## src/rtl/encoder_stream.sv

```systemverilog
// encoder_stream: multi-hot vector to stream of binary indices.
//
// Takes one multi-hot vector and emits the index of every set bit as a binary digit,
// lowest index first, one per valid/ready beat. An all-zero vector produces a single beat
// with digit=0, digit_none=1 and digit_last=1. Only one vector is held at a time.
//
// Parameters
//   OUT           digit width in bits; the vector is 2**OUT bits wide (legal 1..6)
// Ports
//   clk           rising-edge clock
//   rst_n         asynchronous reset, active low
//   vector        multi-hot input vector, sampled only on the accept edge
//   vector_valid  input vector is valid
//   vector_ready  block can accept a vector (IDLE)
//   digit         index of the current lowest set bit (0 for an all-zero vector)
//   digit_valid   digit/digit_last/digit_none are valid
//   digit_ready   consumer accepts the current beat
//   digit_last    final beat for the current vector
//   digit_none    the accepted vector was all-zero
module encoder_stream #(
  parameter int unsigned OUT = 4
) (
  input  logic                  clk,
  input  logic                  rst_n,
  input  logic [(1<<OUT)-1:0]   vector,
  input  logic                  vector_valid,
  output logic                  vector_ready,
  output logic [OUT-1:0]        digit,
  output logic                  digit_valid,
  input  logic                  digit_ready,
  output logic                  digit_last,
  output logic                  digit_none
);

  localparam int unsigned W = 1 << OUT;

  typedef enum logic [0:0] {StIdle, StScan} state_e;

  state_e         state_q;
  logic [W-1:0]   pending_q;
  logic           zero_flag_q;
  logic           vector_ready_q;
  logic           digit_valid_q;

  logic [W-1:0]   pending_dec;
  logic [OUT-1:0] lowest;
  logic           last_beat;

  // pending & (pending - 1) drops the lowest set bit; a zero result means at most one bit is
  // left, which is exactly the popcount<=1 condition for the final beat.
  assign pending_dec = pending_q - {{(W-1){1'b0}}, 1'b1};
  assign last_beat   = ((pending_q & pending_dec) == '0);

  // Priority encoder: scan downwards so the lowest set bit wins.
  always_comb begin
    lowest = '0;
    for (int i = W - 1; i >= 0; i--) begin
      if (pending_q[i]) lowest = OUT'(i);
    end
  end

  always_ff @(posedge clk or negedge rst_n) begin
    if (!rst_n) begin
      state_q        <= StIdle;
      pending_q      <= '0;
      zero_flag_q    <= 1'b0;
      vector_ready_q <= 1'b1;
      digit_valid_q  <= 1'b0;
    end else begin
      unique case (state_q)
        StIdle: begin
          if (vector_valid) begin
            pending_q      <= vector;
            zero_flag_q    <= (vector == '0);
            state_q        <= StScan;
            vector_ready_q <= 1'b0;
            digit_valid_q  <= 1'b1;
          end
        end
        StScan: begin
          if (digit_ready) begin
            pending_q <= pending_q & pending_dec;
            if (last_beat) begin
              state_q        <= StIdle;
              zero_flag_q    <= 1'b0;
              vector_ready_q <= 1'b1;
              digit_valid_q  <= 1'b0;
            end
          end
        end
        default: begin
          state_q        <= StIdle;
          pending_q      <= '0;
          zero_flag_q    <= 1'b0;
          vector_ready_q <= 1'b1;
          digit_valid_q  <= 1'b0;
        end
      endcase
    end
  end

  assign vector_ready = vector_ready_q;
  assign digit_valid  = digit_valid_q;

  // Beat fields come from registers only and are forced to 0 outside SCAN.
  assign digit      = digit_valid_q ? lowest : '0;
  assign digit_last = digit_valid_q & last_beat;
  assign digit_none = digit_valid_q & zero_flag_q;

endmodule

```

## config.mk

```make
export PLATFORM = sky130hd
export DESIGN_NAME = encoder_stream
export DESIGN_NICKNAME = d
export VERILOG_FILES = /design/src/rtl/encoder_stream.sv
export SDC_FILE = /design/constraint.sdc
export NUM_CORES = 1
export LEC_CHECK = 0
export ABC_CLOCK_PERIOD_IN_PS = 5670
export BUFFER_PORTS_ARGS = -buffer_cell sky130_fd_sc_hd__buf_2
export CORE_UTILIZATION = 30
export DETAILED_ROUTE_END_ITERATION = 8
export GPL_TIMING_DRIVEN = 0
export PLACE_DENSITY = 0.57
export SYNTH_ARGS = -nofsm -noshare
export SYNTH_HDL_FRONTEND = slang
export SYNTH_SLANG_ARGS = --single-unit
```

## constraint.sdc

```tcl
create_clock -name clk -period 5.67 [get_ports clk]
set_clock_uncertainty 0.1 [all_clocks]
set_input_delay 1.4175 -clock clk [delete_from_list [all_inputs] [get_ports clk]]
set_output_delay 1.4175 -clock clk [all_outputs]
set_load 0.02 [all_outputs]
```

==> results of run 1 <==
worst max-delay path: stages, from the launching register on:
cell       delay (ns)
dfrtp_1          0.37
clkbuf_1         0.20
nor4_1           0.83
nand4_1          0.23
o21ai_0          0.25
o2111ai_2        0.18
nor4b_1          0.34
buf_2            0.23
registers in the layout (all words and copies together), names as in the netlist:
name,flops
state_q,1
zero_flag_q,1
digit_valid,1
vector_ready,1
pending_q,16
Yosys cell counts (3+ instances only):
library cell | number | area share [%]
nand3_1 | 6 | 2.1
o311ai_0 | 3 | 1.9
o211ai_1 | 7 | 3.7
nand2_1 | 10 | 2.7
dfrtp_1 | 19 | 34
nor2_1 | 9 | 2.4
nor3_1 | 3 | 1.1
inv_1 | 8 | 2.1
mux2i_1 | 17 | 12
nor4_1 | 6 | 2.7
o21ai_0 | 17 | 6.0
clkbuf_1 | 9 | 2.4
a21oi_1 | 12 | 4.3
area by class of cell:
cell class | count | area (um2)
fill | 478 | 2790
multi-input combinational | 121 | 830
sequential | 20 | 502
timing repair buffer | 26 | 130
tap | 52 | 65.1
buffer | 11 | 48.8
clock buffer | 4 | 45.0
inverter | 8 | 30.0
kinds of logic after synthesis:
group	after synthesis	synth area share, %
DFF	20	35.6
adders and majority gates	1	0.710
buffers and inverters	19	5.59
AOI/OAI and AO/OA	55	25.1
muxes	17	12.1
and+or+nand+nor	48	20.9
power breakdown:
part,internal [mW],total [mW],switching (mW)
clock,0.0501,0.0990,0.0489
sequential,0.195,0.259,0.0640
combinational,0.207,0.522,0.314
total,0.452,0.880,0.427
layout by cell type (no fill, tap or decap), types with 2 or more instances in the layout:
cell type | synthesis | final
dfrtp_1 | 19 | 19
nor4_4 | 2 | 2
nor3_1 | 3 | 3
a31oi_1 | 2 | 2
o311ai_0 | 3 | 3
nor4_1 | 6 | 6
a21oi_1 | 12 | 12
nand4_1 | 2 | 2
o21ai_0 | 17 | 17
clkbuf_8 | 0 | 3
or4_4 | 2 | 2
buf_2 | 0 | 26
o22ai_1 | 2 | 2
nor2_1 | 9 | 9
inv_1 | 8 | 8
nand2_1 | 10 | 10
nand3_1 | 6 | 6
o211ai_1 | 7 | 7
mux2i_1 | 17 | 17
clkbuf_1 | 9 | 10
o31ai_1 | 2 | 2
metal layers:
layer	wire, um	part of all wire (%)
met1	1800	48
met2	1700	45
met3	212	5.6
met4	63	1.7
met5	0	0
worst max-delay path by stage:
stage | end | slack [ns] | cells past startpoint
after CTS | digit_last | 1.27 | 7
final | digit_last | 1.25 | 7
after floorplan | digit_last | 1.55 | 6
after global placement | digit_last | 1.56 | 7
after global routing | digit_last | 0.91 | 7
after detailed placement | digit_last | 1.59 | 7
==> results.md, run 1 <==
- The final route contains 1368 vias.
- After detailed routing, the average wire length per cell comes to 15.6 um.
- The count of H-tree levels built during CTS is 1.
- The remaining design rule violation count is 2.
- The area growth from synthesis to layout is 17.0%.
- Across every metal layer, demand over resource in global routing totals 16.3%.
- The final number of max-transition violations is 0.
- The share of async-settable or async-resettable flops after synthesis is 100%.
- After detailed placement, the total cell area comes to 1610 um2.
- The required time of the critical path is 4.15 ns.
- The worst voltage drop across the vdd grid is 264 uV.
- The final core utilization is 37.1%.
- For met2 alone, demand over resource in global routing was 24.9%.
- With fillers left out, the area of the finished cells amounts to 1650 um2.
- The wire length of the first global-routing pass is 6300 um.
- The met3 global-route usage is 4.27%.
- STA classifies the critical path endpoint as an output pin.
- For the pin with the worst max-slew slack, the measured transition is 0.970 ns.
- Including well taps, the total number of placed cells is 238.
- The worst-case setup slack after placement is 1.59 ns.
- The static power due to leakage is 0.716 nW.
- After clock tree synthesis, the flow added hold-fix buffers numbering 0.
- Setup repair after global routing left no endpoint under its margin.
- The worst pin sits at a relative slew slack of 34.8%.
- The minimum period implied by the final worst setup slack is 4.42 ns.
- The post-synthesis cell count is 160.
- The first detailed-routing pass took 6 iterations.
- The count of inserted antenna diode cells is 0.
- The hold path startpoint is zero_flag_q.
- The die is 70.6 um tall.
- The floorplan step set the die width to 70.6 um.
- Entering global routing, the biggest net connects 21 pins.
- For this configuration, the core starts out at a cell density of 31.7%.
- The flow ran to the end, but the final reports show violations.
- The initial DRC count is 124.
- The number of antenna violations at the first check in global routing is 0.
- The worst register-to-register path ends at digit_valid.
- The ratio of total power to cell area is 533 nW/um2.
- The number of setup buffers added after CTS is 0.
- The cell area that synthesis handed to floorplanning was 1410 um2.
- The met1 layer usage reported by global route is 23.0%.
- In the final design database the tool counted 211 nets.
- Clock tree synthesis found a total of 20 sinks.
- The number of buffers created by CTS is 3.
- Among all flip-flop cells after synthesis, the most frequent one is dfrtp_1.
- The weighted congestion at the end of routability-driven global placement is 0.852.
- The number of endpoints with negative hold slack in the final report is 0.
- Clock latency on the worst-skew pair, taken at its later pin, is 0.26 ns.
- The classification of the worst-slack hold path is reg2reg.
- Setup violations remaining at the end of the flow were counted as 0.
- The total wire length is 3780 um.
- The worst setup path category is reg2out.
- The flip-flop and latch count after synthesis is 20.
- The fraction of layout instances using a drive strength above 1 is 20.0%.
- Dividing the final minimum period by the clock period gives 78.0%.
- The number of flops mapped to enable cells by yosys is 0.
- The net count after synthesis is 180.
- Measured in cells, the most critical reg-to-reg path has a length of 7.
- The design draws 880 uW.
- After synthesis, the mean cell area works out to 8.81 um2.
- The setup check on the worst reg-to-reg path leaves a slack of 2.87 ns.
- The number of nets still failing antenna checks after routing is 0.
- The area inside the core boundary is 4440 um2.
- The initialized floorplan defines 24 standard-cell rows.
- CTS placed an instance of clkbuf_8 at the clock tree root.
- The largest fanout on the critical path is 9.
- The via count of the first global-routing pass was 1256.
- The total congestion overflow after global routing is 0.
- The sum of net half-perimeters after detailed placement is 2830 um.
- The final reports fail on DRC.
- The number of cells on the worst hold path is 2.
- In the final timing run, aggregate negative setup slack is 0 ns.
- The maximum root-to-sink buffer count is 2.
- The finished layout holds 242 standard cells, fillers aside.
- The distinct cell type count after synthesis is 41.
- The startpoint of the most critical register-to-register path is pending_q[0].
- In this run the tool buffered the top-level ports with 26 buffer cells.
- The routed via count divided by cell count is 5.65.
- After synthesis, flip-flops and latches occupy 35.6% of the total area.
- The timing-limited maximum frequency is 0.226 GHz.
- Hold timing on the final database bottoms out at a slack of 0.463 ns.
- The origin of the worst setup path is pending_q[0].
- Data on the critical path arrives at its endpoint at 2.91 ns.
- The tool flagged a number of max-cap violations equal to 0.
- Pin placement for this block handled 28 I/O pins.
- The most congested layer reported by global routing is met2.
- The final setup slack of the worst path is 1.25 ns.
- During synthesis, Yosys emitted a total of 0 warnings.
- After clock tree synthesis, the clock-pin slew on the worst setup and hold paths is 0.08 ns.
- Once the clock tree was built, the resizer swapped 0 gates to a different size.
- The end of the worst hold path is zero_flag_q.
- The TritonCTS clock tree is done.
- The worst setup path is launched from a register.
- The die covers 4980 um2.
Note: power is estimated with default switching activity, not from simulation.
==> inputs of run 2 (changes only) <==
ABC_CLOCK_PERIOD_IN_PS = 4250   (was 5670)
clock period = 4.25 ns   (was 5.67 ns; I/O delays follow)
==> results.md, run 2 (same netlist as run 1, synthesis figures left out) <==
- Result of the run: finished with violations (unchanged).
- Violated checks: DRC (unchanged).
- The wire length of the first global-routing pass is 6300 um (unchanged).
- The number of placed instances, taps included is 238 (unchanged).
- The largest net degree at the start of global routing came to 21 (unchanged).
- The total wire length came to 3810 um (was 3780 um).
- The worst voltage drop across the vdd grid is 352 uV (was 264 uV).
- The final hold slack was 0.463 ns (unchanged).
- The register bank with the most flops is pending_q (unchanged).
- The sort of element at the start of the critical path was a register (unchanged).
- Commonest cells after routing, fill and taps aside: 26 x buf_2, 19 x dfrtp_1, 17 x o21ai_0, 17 x mux2i_1, 12 x a21oi_1 (unchanged).
- The number of buffers inserted to repair setup after CTS came to 0 (unchanged).
- The longest individual stage delay on the worst path came to 0.66 ns (was 0.83 ns).
- The clock sink total came to 20 (unchanged).
- The initial core utilization is 31.7% (unchanged).
- The slew at the pin closest to its max-slew limit was 0.773 ns (was 0.970 ns).
- The number of nets still failing antenna checks after routing is 0 (unchanged).
- The routed via count divided by cell count is 5.61 (was 5.65).
- The final setup slack of the worst path came to 0.287 ns (was 1.25 ns).
- The end of the worst hold path is zero_flag_q (unchanged).
- Of the available clock period, the critical path in the final layout requires 93.2%.
- The via count of the routed design is 1357 (was 1368).
- The root buffer cell is clkbuf_8 (unchanged).
- The number of buffers created by CTS is 3 (unchanged).
- The number of fill cells is 477 (was 478).
- The total congestion overflow after global routing is 0 (unchanged).
- The worst path in the final design needs a cycle of 3.96 ns, including I/O delays and setup.
- Unrepaired setup endpoints after global routing: false (unchanged).
- For this run, the top clock speed supported by timing is 0.252 GHz.
- The final core utilization is 37.4% (was 37.1%).
- The area growth from synthesis to layout came to 17.9% (was 17.0%).
- The worst setup path category is reg2out (unchanged).
- The clock edge transition at the registers on the reported setup and hold paths is 0.08 ns (about the same).
- The row count came to 24 (unchanged).
- The number of I/O port buffers came to 26 (unchanged).
- The startpoint of the most critical register-to-register path is pending_q[0] (unchanged).
- The worst-case setup slack after placement is 0.521 ns (was 1.59 ns).
- The count of inserted antenna diode cells came to 0 (unchanged).
- The area inside the core boundary is 4440 um2 (unchanged).
- Cell breakdown of the critical path: clkbuf_1, nor4_2, nand2_1, maj3_1, a2bb2oi_1, nor4b_1, buf_2 (was clkbuf_1, nor4_1, nand4_1, o21ai_0, o2111ai_2, nor4b_1, buf_2).
- The number of endpoints with negative hold slack in the final report came to 0 (unchanged).
- The final number of max-transition violations is 0 (unchanged).
- The TritonCTS clock tree is done (unchanged).
- The classification of the worst-slack hold path is reg2reg (unchanged).
- The path length in cells of the critical path was 7 (unchanged).
- The terminus of the critical flop-to-flop path was digit_valid (unchanged).
- The via count of the first global-routing pass is 1256 (unchanged).
- The remaining design rule violation count was 2 (unchanged).
- The flip-flop count of the largest register after layout is 16 (unchanged).
- The overall die area is 4980 um2 (unchanged).
- The total I/O pin count is 28 (unchanged).
- The maximum root-to-sink buffer count came to 2 (unchanged).
- The weighted congestion at the end of routability-driven global placement is 0.852 (unchanged).
- The required time of the critical path is 3.09 ns (was 4.15 ns).
- The count of non-filler cells in the finished layout came to 242 (unchanged).
- The type of element capturing the critical path is an output pin (unchanged).
- The sum of net half-perimeters after detailed placement was 2830 um (unchanged).
- The aggregate negative setup slack was 0 ns (unchanged).
- The insertion delay of the later-clocked pin in the worst-skew pair came to 0.26 ns (about the same).
- The overall die height is 70.6 um (unchanged).
- The fraction of layout instances using a drive strength above 1 came to 21.1% (was 20.0%).
- The most frequent standard cell in the layout excluding fill and tap cells is buf_2 (unchanged).
- The detailed-route wire length per cell came to 15.7 um (was 15.6 um).
- The data arrival time of the worst path is 2.80 ns (was 2.91 ns).
- The count of H-tree levels built during CTS is 1 (unchanged).
- The initial DRC count was 99 (was 124).
- The number of failing setup endpoints in the final timing report came to 0 (unchanged).
- The total track usage is 16.3% (unchanged).
- The hold path startpoint is zero_flag_q (unchanged).
- The number of cell instances on the worst register-to-register path is 7 (unchanged).
- The number of antenna violations at the first check in global routing is 0 (unchanged).
- The largest fanout on the critical path came to 10 (was 9).
- The relative slew slack was 48.5% (was 34.8%).
- The kind of cell adding the most delay to the critical path is simple AND/OR/NAND/NOR gates (unchanged).
- The max capacitance violation total is 0 (unchanged).
- The origin of the worst setup path is pending_q[4] (was pending_q[0]).
- The sum of buffers and inverters on the critical path is 2 (unchanged).
- The number of cells on the worst hold path is 2 (unchanged).
- The first-pass iteration count of the detailed router is 6 (unchanged).
- The cell with the largest stage delay on the worst path is nor4_2 (was nor4_1).
- The net total in the final layout is 211 (unchanged).
- The static power due to leakage is 0.719 nW (was 0.716 nW).
- The worst-case register-to-register setup slack is 1.57 ns (was 2.87 ns).
- The ratio of total power to cell area is 712 nW/um2 (was 533 nW/um2).
- The width of the die came to 70.6 um (unchanged).
run 2: cell counts in the layout (fill, tap and decap cells not counted):
Identical to the previous run, type by type.
run 2: how the worst max path moves through the flow:
| stage | endpoint | slack [ns] |
|---|---|---|
| after global routing | digit_last | 0.008 |
| after detailed placement | digit_last | 0.52 |
| after global placement | digit_last | 0.50 |
| after CTS | digit_last | 0.21 |
| after floorplan | digit_last | 0.48 |
| final | digit_last | 0.29 |
run 2: timing repair:
item                                    4_1_cts  5_1_grt
endpoints found under the setup margin        0        1
hold buffers                                  0        0
resized for setup                             0        2
run 2: routing by layer:
layer  GRT usage, %  up-vias  wire length [um]  share of wire, %
met1           23.0      648              1840                48
met5              0        -                 0                 0
met2           24.9       33              1710                45
met3           4.27        6               189               5.0
li1               -      670                 -                 -
met4           4.22        0                63               1.7
run 2: cell type report:
| cell class | instances | area, um2 | area share (%) |
|---|---|---|---|
| Sequential cell | 20 | 502 | 30.2 |
| Multi-Input combinational cell | 121 | 842 | 50.6 |
| Inverter | 8 | 30.0 | 1.81 |
| Clock buffer | 4 | 45.0 | 2.71 |
| Tap cell | 52 | 65.1 | 3.91 |
| Timing Repair Buffer | 26 | 130 | 7.83 |
| Buffer | 11 | 48.8 | 2.93 |
run 2: power by group:
group | leakage [nW] | switching, mW | total (mW) | internal [mW]
logic | 0.438 | 0.422 | 0.703 | 0.281
clock network | 0.0228 | 0.0655 | 0.132 | 0.0669
registers | 0.258 | 0.0882 | 0.348 | 0.260
total | 0.719 | 0.575 | 1.18 | 0.608
run 2: per-stage QoR:
step	power [mW]	instance area (um2)
floorplan	0.864	1410
global placement	1.04	1610
CTS	1.18	1650
detailed placement	1.04	1610
global route	1.29	1660
finish	1.18	1660
run 2: worst min-delay path, stage by stage (launching register included):
cell     delay (ns)
dfrtp_1        0.37
inv_1          0.07
o31ai_1        0.08
==> inputs of run 3 (changes only) <==
--- a/config.mk
+++ b/config.mk
@@ -12,4 +12,5 @@
 export GPL_TIMING_DRIVEN = 0
 export PLACE_DENSITY = 0.57
+export SETUP_SLACK_MARGIN = 0.1
 export SYNTH_ARGS = -nofsm -noshare
 export SYNTH_HDL_FRONTEND = slang
--- a/constraint.sdc
+++ b/constraint.sdc
@@ -3,3 +3,3 @@
 set_input_delay 1.0625 -clock clk [delete_from_list [all_inputs] [get_ports clk]]
 set_output_delay 1.0625 -clock clk [all_outputs]
-set_load 0.02 [all_outputs]
+set_load 0.05 [all_outputs]
==> results.md, run 3 (same netlist as run 1, synthesis figures left out) <==
- The number of endpoints with negative hold slack in the final report was 0 (unchanged).
- The worst setup path category is reg2out (unchanged).
- The routed via count divided by cell count is 5.46 (was 5.61).
- The detailed-route wire length per cell was 16.0 um (was 15.7 um).
- The total I/O pin count is 28 (unchanged).
- The startpoint of the most critical register-to-register path is pending_q[0] (unchanged).
- The number of cells on the worst hold path is 2 (unchanged).
- The number of buffers created by CTS is 3 (unchanged).
- The minimum period implied by the final worst setup slack is 3.94 ns (was 3.96 ns).
- The terminus of the critical flop-to-flop path is digit_valid (unchanged).
- The overall die height is 70.6 um (unchanged).
- The hold-fix buffer count after cts is 0 (unchanged).
- The area growth from synthesis to layout is 21.0% (was 17.9%).
- The sum of net half-perimeters after detailed placement is 2880 um (was 2830 um).
- Unrepaired setup endpoints after global routing: false (unchanged).
- The largest net degree at the start of global routing came to 21 (unchanged).
- The hold path startpoint is zero_flag_q (unchanged).
- The total congestion overflow after global routing came to 0 (unchanged).
- The area inside the core boundary is 4440 um2 (unchanged).
- The remaining design rule violation count is 0 (was 2).
- The initial DRC count is 104 (was 99).
- The timing-limited maximum frequency came to 0.254 GHz (was 0.252 GHz).
- The longest individual stage delay on the worst path is 0.55 ns (was 0.66 ns).
- The largest fanout on the critical path is 9 (was 10).
- The number of failing setup endpoints in the final timing report is 0 (unchanged).
- The row count is 24 (unchanged).
- The slew at the pin closest to its max-slew limit is 0.731 ns (was 0.773 ns).
- The weighted congestion at the end of routability-driven global placement is 0.844 (was 0.852).
- The classification of the worst-slack hold path is reg2reg (unchanged).
- The overall die area is 4980 um2 (unchanged).
- The ratio of total power to cell area is 803 nW/um2 (was 712 nW/um2).
- The data arrival time of the worst path is 2.78 ns (was 2.80 ns).
- The kind of cell adding the most delay to the critical path is simple AND/OR/NAND/NOR gates (unchanged).
- The number of buffers inserted to repair setup after CTS was 0 (unchanged).
- Commonest cells after routing, fill and taps aside: 25 x buf_2, 19 x dfrtp_1, 17 x o21ai_0, 17 x mux2i_1, 12 x a21oi_1 (was 26 x buf_2, 19 x dfrtp_1, 17 x o21ai_0, 17 x mux2i_1, 12 x a21oi_1).
- The clock sink total is 20 (unchanged).
- The portion of the clock cycle consumed by the worst path in the final layout was 92.7% (was 93.2%).
- The initial core utilization is 31.7% (unchanged).
- The max capacitance violation total was 0 (unchanged).
- The number of nets still failing antenna checks after routing is 0 (unchanged).
- The final setup slack of the worst path came to 0.308 ns (was 0.287 ns).
- Cell breakdown of the critical path: clkbuf_1, or4_4, or4_4, a21oi_1, o2111ai_2, nor4b_2, buf_4 (was clkbuf_1, nor4_2, nand2_1, maj3_1, a2bb2oi_1, nor4b_1, buf_2).
- The total track usage is 16.4% (was 16.3%).
- The type of element capturing the critical path is an output pin (unchanged).
- The number of antenna violations at the first check in global routing is 0 (unchanged).
- The number of I/O port buffers is 26 (unchanged).
- The register bank with the most flops was pending_q (unchanged).
- The aggregate negative setup slack came to 0 ns (unchanged).
- The post-cts resize count came to 0 (unchanged).
- The sort of element at the start of the critical path is a register (unchanged).
- The fraction of layout instances using a drive strength above 1 is 22.1% (was 21.1%).
- The net total in the final layout is 211 (unchanged).
- The cell with the largest stage delay on the worst path is or4_4 (was nor4_2).
- The most frequent standard cell in the layout excluding fill and tap cells is buf_2 (unchanged).
- Among the stages of the critical path, the cell type that occurs most often is or4_4.
- The relative slew slack is 51.2% (was 48.5%).
- The clock edge transition at the registers on the reported setup and hold paths is 0.09 ns (was 0.08 ns).
- The final number of max-transition violations is 0 (unchanged).
- The wire length of the first global-routing pass came to 6440 um (was 6300 um).
- The number of cell instances on the worst register-to-register path was 7 (unchanged).
- The final core utilization is 38.4% (was 37.4%).
- The number of fill cells is 459 (was 477).
- The worst-case register-to-register setup slack is 1.60 ns (was 1.57 ns).
- The static power due to leakage is 0.737 nW (was 0.719 nW).
- The path length in cells of the critical path is 7 (unchanged).
- The first-pass iteration count of the detailed router is 4 (was 6).
- The worst voltage drop across the vdd grid was 302 uV (was 352 uV).
- The via count of the first global-routing pass is 1304 (was 1256).
- The required time of the critical path is 3.09 ns (about the same).
- The count of H-tree levels built during CTS is 1 (unchanged).
- The origin of the worst setup path was pending_q[0] (was pending_q[4]).
- The TritonCTS clock tree was done (unchanged).
- The total power draw is 1.37 mW (was 1.18 mW).
- The insertion delay of the later-clocked pin in the worst-skew pair is 0.27 ns (was 0.26 ns).
- The root buffer cell is clkbuf_8 (unchanged).
- The maximum root-to-sink buffer count came to 2 (unchanged).
- The via count of the routed design is 1321 (was 1357).
- Result of the run: finished clean (was finished with violations).
- The capture point of the critical path is digit_last (unchanged).
- The worst-case setup slack after placement is 0.428 ns (was 0.521 ns).
- The count of inserted antenna diode cells is 0 (unchanged).
- The sum of buffers and inverters on the critical path was 2 (unchanged).
- The width of the die is 70.6 um (unchanged).
- The total wire length is 3880 um (was 3810 um).
- The flip-flop count of the largest register after layout was 16 (unchanged).
## run 3: cell count changes in the layout (fill, tap and decap cells not counted), sizes merged
cell    delta
clkbuf     -1
bufinv     +1
## run 3: report_power, final
part	total [mW]	switching [mW]	internal, mW
logic	0.817	0.524	0.293
registers	0.356	0.0957	0.260
clock network	0.198	0.0716	0.126
## run 3: routing by layer
| layer | global-route usage [%] | vias to the layer above | part of all wire [%] |
|---|---|---|---|
| met1 | 22.6 | 631 | 51 |
| li1 | - | 669 | - |
| met5 | 0 | - | 0 |
| met2 | 26.6 | 17 | 45 |
| met4 | 5.11 | 0 | 1.0 |
| met3 | 2.42 | 4 | 2.6 |
## run 3: metrics by stage
| stage | hold slack, ns | std cells | instance area [um2] |
|---|---|---|---|
| 6_report | 0.468 | 242 | 1710 |
| 5_1_grt | 0.522 | 242 | 1710 |
| 4_1_cts | 0.468 | 242 | 1680 |
| 3_5_place_dp | 0.453 | 238 | 1610 |
| 3_3_place_gp | 0.439 | 238 | 1610 |
| 2_1_floorplan | 0.419 | 160 | 1420 |
## run 3: worst min-delay path by stage
| stage | endpoint | slack, ns |
|---|---|---|
| 2_1_floorplan | zero_flag_q | 0.42 |
| 3_3_place_gp | zero_flag_q | 0.44 |
| 3_5_place_dp | zero_flag_q | 0.45 |
| 4_1_cts | zero_flag_q | 0.47 |
| 5_1_grt | zero_flag_q | 0.52 |
| 6_report | zero_flag_q | 0.47 |
## run 3: area by class of cell
| type | count | area, um2 | share of cell area (%) |
|---|---|---|---|
| repair buffers | 26 | 133 | 7.77 |
| plain buffers | 11 | 48.8 | 2.86 |
| clock inverters | 1 | 30.0 | 1.76 |
| multi-input cells | 121 | 857 | 50.2 |
| inverters | 8 | 30.0 | 1.76 |
| flip-flops and latches | 20 | 502 | 29.4 |
| well taps | 52 | 65.1 | 3.81 |
| clock buffers | 3 | 41.3 | 2.42 |
## run 3: tightest hold or removal path, cell delays in order, from the launching register on
cell and delay (ns):
dfrtp_1 0.38, inv_1 0.08, o31ai_1 0.07
